### src/rtl/bounce_motion_ctrl.sv
// Per-frame ball motion sequencer: on each frame tick, steps the ball by the per-axis speed,
// reflects it off the active-area edges, and pulses a per-axis bounce flag.
module bounce_motion_ctrl #(
  parameter int H_ACTIVE  = 640,
  parameter int V_ACTIVE  = 480,
  parameter int BALL_SIZE = 16,
  parameter int X_INIT    = 312,
  parameter int Y_INIT    = 232
) (
  input  logic       clk,
  input  logic       rst_n,
  input  logic       frame_tick,
  input  logic       pause,
  input  logic [2:0] speed_x,
  input  logic [2:0] speed_y,
  output logic [9:0] ball_x,
  output logic [9:0] ball_y,
  output logic       dir_x,
  output logic       dir_y,
  output logic [1:0] bounce,
  output logic [9:0] frame_count,
  output logic       busy
);

  localparam logic [9:0] MAX_X  = 10'(H_ACTIVE - BALL_SIZE);
  localparam logic [9:0] MAX_Y  = 10'(V_ACTIVE - BALL_SIZE);
  localparam logic [9:0] INIT_X = 10'(X_INIT);
  localparam logic [9:0] INIT_Y = 10'(Y_INIT);

  typedef enum logic [1:0] {IDLE, CALC_X, CALC_Y, COMMIT} state_t;

  state_t     state, state_nxt;
  logic [2:0] spd_x_q, spd_y_q;
  logic [9:0] nx_q, ny_q;
  logic       ndx_q, ndy_q, hit_x_q, hit_y_q;

  // Returns {hit, next_dir, next_pos}; a zero step never bounces, even when parked on an edge.
  function automatic logic [11:0] step_axis(input logic [9:0] pos, input logic dir,
                                            input logic [2:0] spd, input logic [9:0] lim);
    logic [10:0] sum;
    logic [11:0] res;
    sum = {1'b0, pos} + {8'b0, spd};
    if (spd == 3'd0)
      res = {1'b0, dir, pos};
    else if (dir) begin
      if (sum >= {1'b0, lim}) res = {1'b1, 1'b0, lim};
      else                    res = {1'b0, 1'b1, sum[9:0]};
    end else begin
      if (pos <= {7'b0, spd}) res = {1'b1, 1'b1, 10'd0};
      else                    res = {1'b0, 1'b0, pos - {7'b0, spd}};
    end
    return res;
  endfunction

  always_ff @(posedge clk) begin
    if (!rst_n) state <= IDLE;
    else        state <= state_nxt;
  end

  always_comb begin
    state_nxt = state;
    case (state)
      IDLE:    if (frame_tick && !pause) state_nxt = CALC_X;
      CALC_X:  state_nxt = CALC_Y;
      CALC_Y:  state_nxt = COMMIT;
      COMMIT:  state_nxt = IDLE;
      default: state_nxt = IDLE;
    endcase
  end

  always_comb begin
    busy = (state != IDLE);
  end

  always_ff @(posedge clk) begin
    if (!rst_n) begin
      ball_x      <= INIT_X;
      ball_y      <= INIT_Y;
      dir_x       <= 1'b1;
      dir_y       <= 1'b1;
      bounce      <= 2'b00;
      frame_count <= 10'd0;
      spd_x_q     <= 3'd0;
      spd_y_q     <= 3'd0;
      nx_q        <= INIT_X;
      ny_q        <= INIT_Y;
      ndx_q       <= 1'b1;
      ndy_q       <= 1'b1;
      hit_x_q     <= 1'b0;
      hit_y_q     <= 1'b0;
    end else begin
      bounce <= 2'b00;
      // Every tick counts a frame, whether paused or arriving mid-update.
      if (frame_tick) frame_count <= frame_count + 10'd1;
      case (state)
        IDLE: begin
          if (frame_tick && !pause) begin
            spd_x_q <= speed_x;
            spd_y_q <= speed_y;
          end
        end
        CALC_X: {hit_x_q, ndx_q, nx_q} <= step_axis(ball_x, dir_x, spd_x_q, MAX_X);
        CALC_Y: {hit_y_q, ndy_q, ny_q} <= step_axis(ball_y, dir_y, spd_y_q, MAX_Y);
        COMMIT: begin
          ball_x <= nx_q;
          ball_y <= ny_q;
          dir_x  <= ndx_q;
          dir_y  <= ndy_q;
          bounce <= {hit_y_q, hit_x_q};
        end
        default: ;
      endcase
    end
  end

endmodule

### config.mk
export PLATFORM = sky130hd
export DESIGN_NAME = bounce_motion_ctrl
export DESIGN_NICKNAME = d
export VERILOG_FILES = /design/src/rtl/bounce_motion_ctrl.sv
export SDC_FILE = /design/constraint.sdc
export NUM_CORES = 1
export LEC_CHECK = 0
export CORE_UTILIZATION = 50
export CTS_CLUSTER_SIZE = 20
export DETAILED_ROUTE_END_ITERATION = 7
export GPL_ROUTABILITY_DRIVEN = 0
export HOLD_SLACK_MARGIN = 0.12
export PLACE_DENSITY = 0.83
export SYNTH_ARGS = -nofsm -noshare
export SYNTH_HDL_FRONTEND = slang
export SYNTH_SLANG_ARGS = --single-unit
### constraint.sdc
create_clock -name clk -period 6.6 [get_ports clk]
set_clock_uncertainty 0.05 [all_clocks]
set_input_delay 0.66 -clock clk [delete_from_list [all_inputs] [get_ports clk]]
set_output_delay 0.66 -clock clk [all_outputs]
set_load 0.005 [all_outputs]
==> run metrics, run 1 <==
Setup TNS=0 ns; Vias=slightly below 4000; Post-synth EDFFs=0; RSZ-0062 raised after global routing=no; DR vias/cell=6.12; Final period util=45.0%; Synth Area in XOR/XNOR=4.35%; Crit path top cell by count=a211oi_1; fillers=around 750; total CTS buffers=9; worst-skew pair later-pin latency=0.34 ns; FMAX=0.337 GHz; GR Overflow Total=0; power per cell area=around 240 mW/mm^2; final setup vio count=0; top-area cell type share of the netlist area=31.3%; P&R area growth vs syn=14.8%; Initial Util=51.7%; distinct cell type count after synthesis=between 60 and 70; worst rel slew slack=34.5%; Die W=roughly 94 um; Required @ worst endpoint=about 6.8 ns; Async SR Flop Fraction=0%; status=finished clean; final instance area=just under 0.005 mm^2; Core Region=0.00818 mm^2; met3 WL post-DR=around 710 um; DRT Wirelength=just over 10 mm; Final Hold Fails=0; Root Buffer=clkbuf_8; FP Rows=33; Worst setup EP type=flop; Met1 Routed Length=~4.5 mm; Peak VDD IR=0.191 mV; vias in the first global route=approximately 3700; prevailing post-synth register cell=dfxtp_1; crit path time final=2.97 ns; WHS=0.436 ns; Pwr Total=around 1.1 mW; max cap viols=0; largest family of logic cells by synthesized area=simple AND/OR/NAND/NOR gates; cells along the critical path=ha_1, fa_1, nor2b_1, or2_1, and4b_1, a211oi_1, o21ai_1, o21a_1, a211oi_1; Die Footprint=0.00882 mm^2; CP max stage delay=about 0.45 ns; Iter 0 DRT Violations=around 440; Placement Cell Area=0.00463 mm^2; register area share after synthesis=31.3%; Slew @ Worst Pin=between 0.9 and 1 ns; PortBufs=44; syn nets=555; Worst Path Buf+Inv=0; Seq cells post-synth=66; slowest stage cell on the critical path=a211oi_1; clock tree buffer depth=2; CTS H-Tree Depth=3; Hold Crit Depth=2; Post-Synthesis Cells=524; synthesized cell area=0.00422 mm^2; chip height=about 94 um; synthesized area per cell=8.06 um^2; CP top delay family=compound AO/OA/AOI/OAI gates; Critical Path Source Type=flop; first-pass GRT wire length=17.1 mm; mux contribution to synthesized area=5.98%; proportion of layout cells with a drive suffix above 1=under 10%; CTS Sinks=66; largest cells by area after synthesis=dfxtp_1, mux2i_1, ha_1; dpl cells=633; postcts setup bufs=0; post_cts resized=0; DRC viols=0; Crit Path Max Fanout=6; met2 wire len=4.71 mm; cell depth of the worst flop-to-flop path=9; simple-gate share of the synthesized area=23.5%; post-synthesis adder-cell area fraction=6.93%; DR WL/cell=15.8 um; CTS tree=yes; fin nets=570; uppermost layer routed=met4; Top Ports=45; post-synthesis compound-gate area fraction=21.7%; hold_buf cts=0; critical path class=reg -> reg; diodes inserted=0; Slew Viols, Final=0; Antenna Violating Nets Remaining=0; initial antenna violation count=0; WP data arrival=3.18 ns; GRT Overall Usage=24.3%; largest net degree at the start of global routing=71; Crit path depth=9; leak pwr=1.79 nW; Worst-path clk slew=0.08 ns; non-filler instance count after layout=between 600 and 700; Hold WC Path Type=reg -> reg; Pre-Repair DR Iteration Count=5; number of synthesis warnings=0; largest area contributor in the netlist=dfxtp_1; post-DP HPWL=7.10 mm
cells in the mapped netlist, types with 4 or more instances:
master	instances
and2_1	12
o31ai_1	6
nand4_1	6
fa_1	4
xor2_1	5
mux2i_1	23
ha_1	17
nand3_1	18
and3_1	6
nor3_1	9
nor2_1	30
a21boi_1	8
o21ai_1	15
buf_2	4
nand2_1	50
a31oi_1	10
dfxtp_1	66
inv_1	22
clkbuf_1	37
a211oi_1	6
nand2b_1	6
nor2b_1	23
o21ai_0	23
xnor2_1	16
or2_1	6
or3_1	6
a21oi_1	18
through the flow:
| stage | util [%] | setup slack, ns |
|---|---|---|
| after CTS | 59.3 | 3.70 |
| after global routing | 59.3 | 3.38 |
| final | 59.3 | 3.63 |
| after global placement | 56.7 | 3.84 |
| after floorplan | - | 4.02 |
| after detailed placement | 56.7 | 3.72 |
final timing paths:
| check | startpoint | endpoint | slack (ns) |
|---|---|---|---|
| worst min-delay path | nx_q[5] | ball_x[5] | 0.44 |
| worst min register to register | nx_q[5] | ball_x[5] | 0.44 |
| worst max-delay path | ball_x[0] | nx_q[3] | 3.63 |
| worst max register to register | ball_x[0] | nx_q[3] | 3.63 |
registers in the layout, summed over array words and instances (netlist names):
name and count:
ball_x 10, state 2, bounce 2, ndx_q 1
dir_x 1, hit_y_q 1, hit_x_q 1, spd_x_q 3
spd_y_q 3, ndy_q 1, ny_q 10, dir_y 1
nx_q 10, ball_y 10, frame_count 10
layout by cell type (no fill, tap or decap), types with 8 or more instances in the layout:
master and n:
clkbuf_8 9, nand3_1 18, mux2i_1 23, nor2b_1 23, a31oi_1 10, a21oi_1 18, and2_1 12, nor3_1 9
dfxtp_1 66, clkdlybuf4s50_1 43, o21ai_0 23, a21boi_1 8, inv_1 22, nand2_1 50, nor2_1 30, ha_1 17
xnor2_1 16, o21ai_1 15
per-layer routing:
| metal | vias to the layer above | track usage, % |
|---|---|---|
| met4 | 0 | 12.6 |
| met1 | 1861 | 31.5 |
| met2 | 186 | 38.2 |
| met5 | - | 0 |
| met3 | 35 | 4.45 |
| li1 | 1892 | - |
where the power goes:
part | switching, mW | internal (mW)
Clock | 0.160 | 0.212
Combinational | 0.183 | 0.118
Sequential | 0.0317 | 0.440
Total | 0.375 | 0.770
cells by family after synthesis:
logic type / after synthesis
and+or+nand+nor: 191
AOI/OAI and AO/OA: 135
DFF: 66
buffers and inverters: 65
muxes: 25
xor gates and xnor gates: 21
adders and majority gates: 21
final cells by class:
class                   count  area, um^2  share of cell area (%)
well taps                 105         131                    2.71
repair buffers             47         458                    9.44
multi-input cells         393        2640                    54.4
inverters                  22        82.6                    1.70
flip-flops and latches     66        1320                    27.2
clock buffers               9         124                    2.55
clock inverters             7        93.8                    1.93
worst min-delay path: cells and delay by family, from the launching register on:
| kind | cells | cell delay [ns] |
|---|---|---|
| DFF | 1 | 0.33 |
| and+or+nand+nor | 1 | 0.06 |
| muxes | 1 | 0.07 |
No activity file was read; power rests on OpenSTA's default activity.
==> run 2, diff against run 1 <==
- clock period: 6.6 -> 2.75 ns (I/O delays scaled with it)
==> run metrics, run 2 (synthesized netlist as in run 1, its figures left out) <==
fin nets=595 (+4.4%); PortBufs=44 (unchanged); FP Rows=33 (unchanged); WP data arrival=2.86 ns (-0.32 ns); Critical Path Source Type=flop; area of the multi-input gates=0.00273 mm^2 (+3.6%); slowest stage cell on the critical path=fa_2; Slew @ Worst Pin=0.810 ns (-0.168 ns); cell depth of the worst flop-to-flop path=11 (+2); DR vias/cell=5.98 (-2.3%); Final Hold Fails=0 (unchanged); critical path class=reg -> reg; CTS H-Tree Depth=3 (unchanged); Top Ports=45 (unchanged); Worst setup EP type=flop; status=finished clean; CTS tree=yes; first-pass GRT wire length=17.0 mm (-1.1%); WHS=0.246 ns (-0.189 ns); GRT Overall Usage=24.3% (+0.034 points); max cap viols=0 (unchanged); final setup vio count=0 (unchanged); initial antenna violation count=0 (unchanged); Root Buffer=clkbuf_8; total CTS buffers=9 (unchanged); most common cell after layout, fill and taps aside=dfxtp_1; proportion of layout cells with a drive suffix above 1=11.8% (+7.4 points); Crit Path Max Fanout=5 (-1); power per cell area=525 mW/mm^2 (+120%); DR WL/cell=16.0 um (+1.8%); DRC viols=0 (unchanged); post-DP HPWL=7.37 mm (+3.8%); leak pwr=1.90 nW (+6.0%); cells along the critical path=inv_1, ha_1, inv_1, fa_2, a21o_1, a211o_1, nor2b_1, nor3b_1, nor3b_1, o31a_1, a21o_1; fillers=701 (-5.9%); Worst Path Buf+Inv=2 (+2); GR Overflow Total=0 (unchanged); Die Footprint=0.00882 mm^2 (unchanged); Hold WC Path Type=in -> reg; Placement Cell Area=0.00477 mm^2 (+3.1%); Antenna Violating Nets Remaining=0 (unchanged); Core Region=0.00818 mm^2 (unchanged); Final period util=97.0% (+52 points); Sequential Area=0.00133 mm^2 (+0.57%); Iter 0 DRT Violations=477 (+8.7%); Vias=4032 (+1.5%); Initial Util=51.7% (unchanged); FMAX=0.375 GHz (+11%); Die W=93.9 um (unchanged); DRT Wirelength=10.8 mm (+5.7%); Worst R2R Setup Slack=0.08 ns (-3.55 ns); clock tree buffer depth=2 (unchanged); Peak VDD IR=0.322 mV (+69%); CTS Sinks=66 (unchanged); CP top delay family=compound AO/OA/AOI/OAI gates; hold_sp=rst_n; worst reg2reg startpoint=ball_y[0]; final instance area=0.00510 mm^2 (+5.3%); Pre-Repair DR Iteration Count=5 (unchanged); Hold Crit Depth=2 (unchanged); crit path time final=2.67 ns (-0.304 ns); P&R area growth vs syn=20.9%; Required @ worst endpoint=2.94 ns (-3.87 ns); Slew Viols, Final=0 (unchanged); chip height=93.9 um (unchanged); sink of the worst hold path=dir_y; worst rel slew slack=45.9% (+11 points); CP max stage delay=0.38 ns (-0.07 ns); diodes inserted=0 (unchanged); largest net degree at the start of global routing=28 (-61%); hold_buf cts=0 (unchanged); Worst-path clk slew=0.08 ns (about the same); vias in the first global route=3616 (-1.2%); worst-skew pair later-pin latency=0.35 ns (about the same); Critical R2R Capture=ny_q[5]; most frequent cells in the layout=dfxtp_1, nand2_1, clkdlybuf4s50_1
-- run 2: how the worst max path moves through the flow --
stage	start	end	slack, ns	cells after the start
floorplan	spd_y_q[0]	ny_q[5]	0.17	11
global placement	ball_y[0]	hit_y_q	0.08	9
detailed placement	ball_y[0]	ny_q[2]	0.04	9
CTS	ball_y[0]	ny_q[2]	0.006	9
global route	ball_x[0]	nx_q[3]	-0.02	10
finish	ball_y[0]	ny_q[5]	0.08	11
-- run 2: layout make-up --
cell class                      count  share of cell area [%]
Clock buffer                       13                    3.11
Clock inverter                      3                   0.466
Inverter                           22                    1.62
Multi-Input combinational cell    393                    53.6
Sequential cell                    66                    26.0
Tap cell                          105                    2.57
Timing Repair Buffer               72                    12.6
-- run 2: stage by stage --
stage | total power [mW] | util [%] | TNS, ns | setup WS [ns] | cells
after global placement | 1.87 | 58.4 | 0 | 0.0839 | 652
after CTS | 2.64 | 60.6 | 0 | 0.00557 | 668
after detailed placement | 1.89 | 58.4 | 0 | 0.0395 | 652
after floorplan | 1.68 | - | 0 | 0.165 | 524
final | 2.68 | 62.4 | 0 | 0.0826 | 674
after global routing | 2.82 | 62.4 | -0.0454 | -0.0225 | 674
-- run 2: power breakdown --
group	internal [mW]	switching (mW)
clock	0.379	0.384
combinational	0.313	0.479
sequential	1.06	0.0667
-- run 2: metal layers --
layer | wire [um] | track usage (%)
met3 | 717 | 3.80
met1 | 4970 | 32.6
met4 | 232 | 11.5
met2 | 4890 | 38.0
met5 | 0 | 0
-- run 2: what timing repair did --
item | 4_1_cts | 5_1_grt
endpoints found under the setup margin | 0 | 18
resized for setup | 0 | 25
buffers inserted | 0 | 6
hold endpoints to repair | 0 | 0
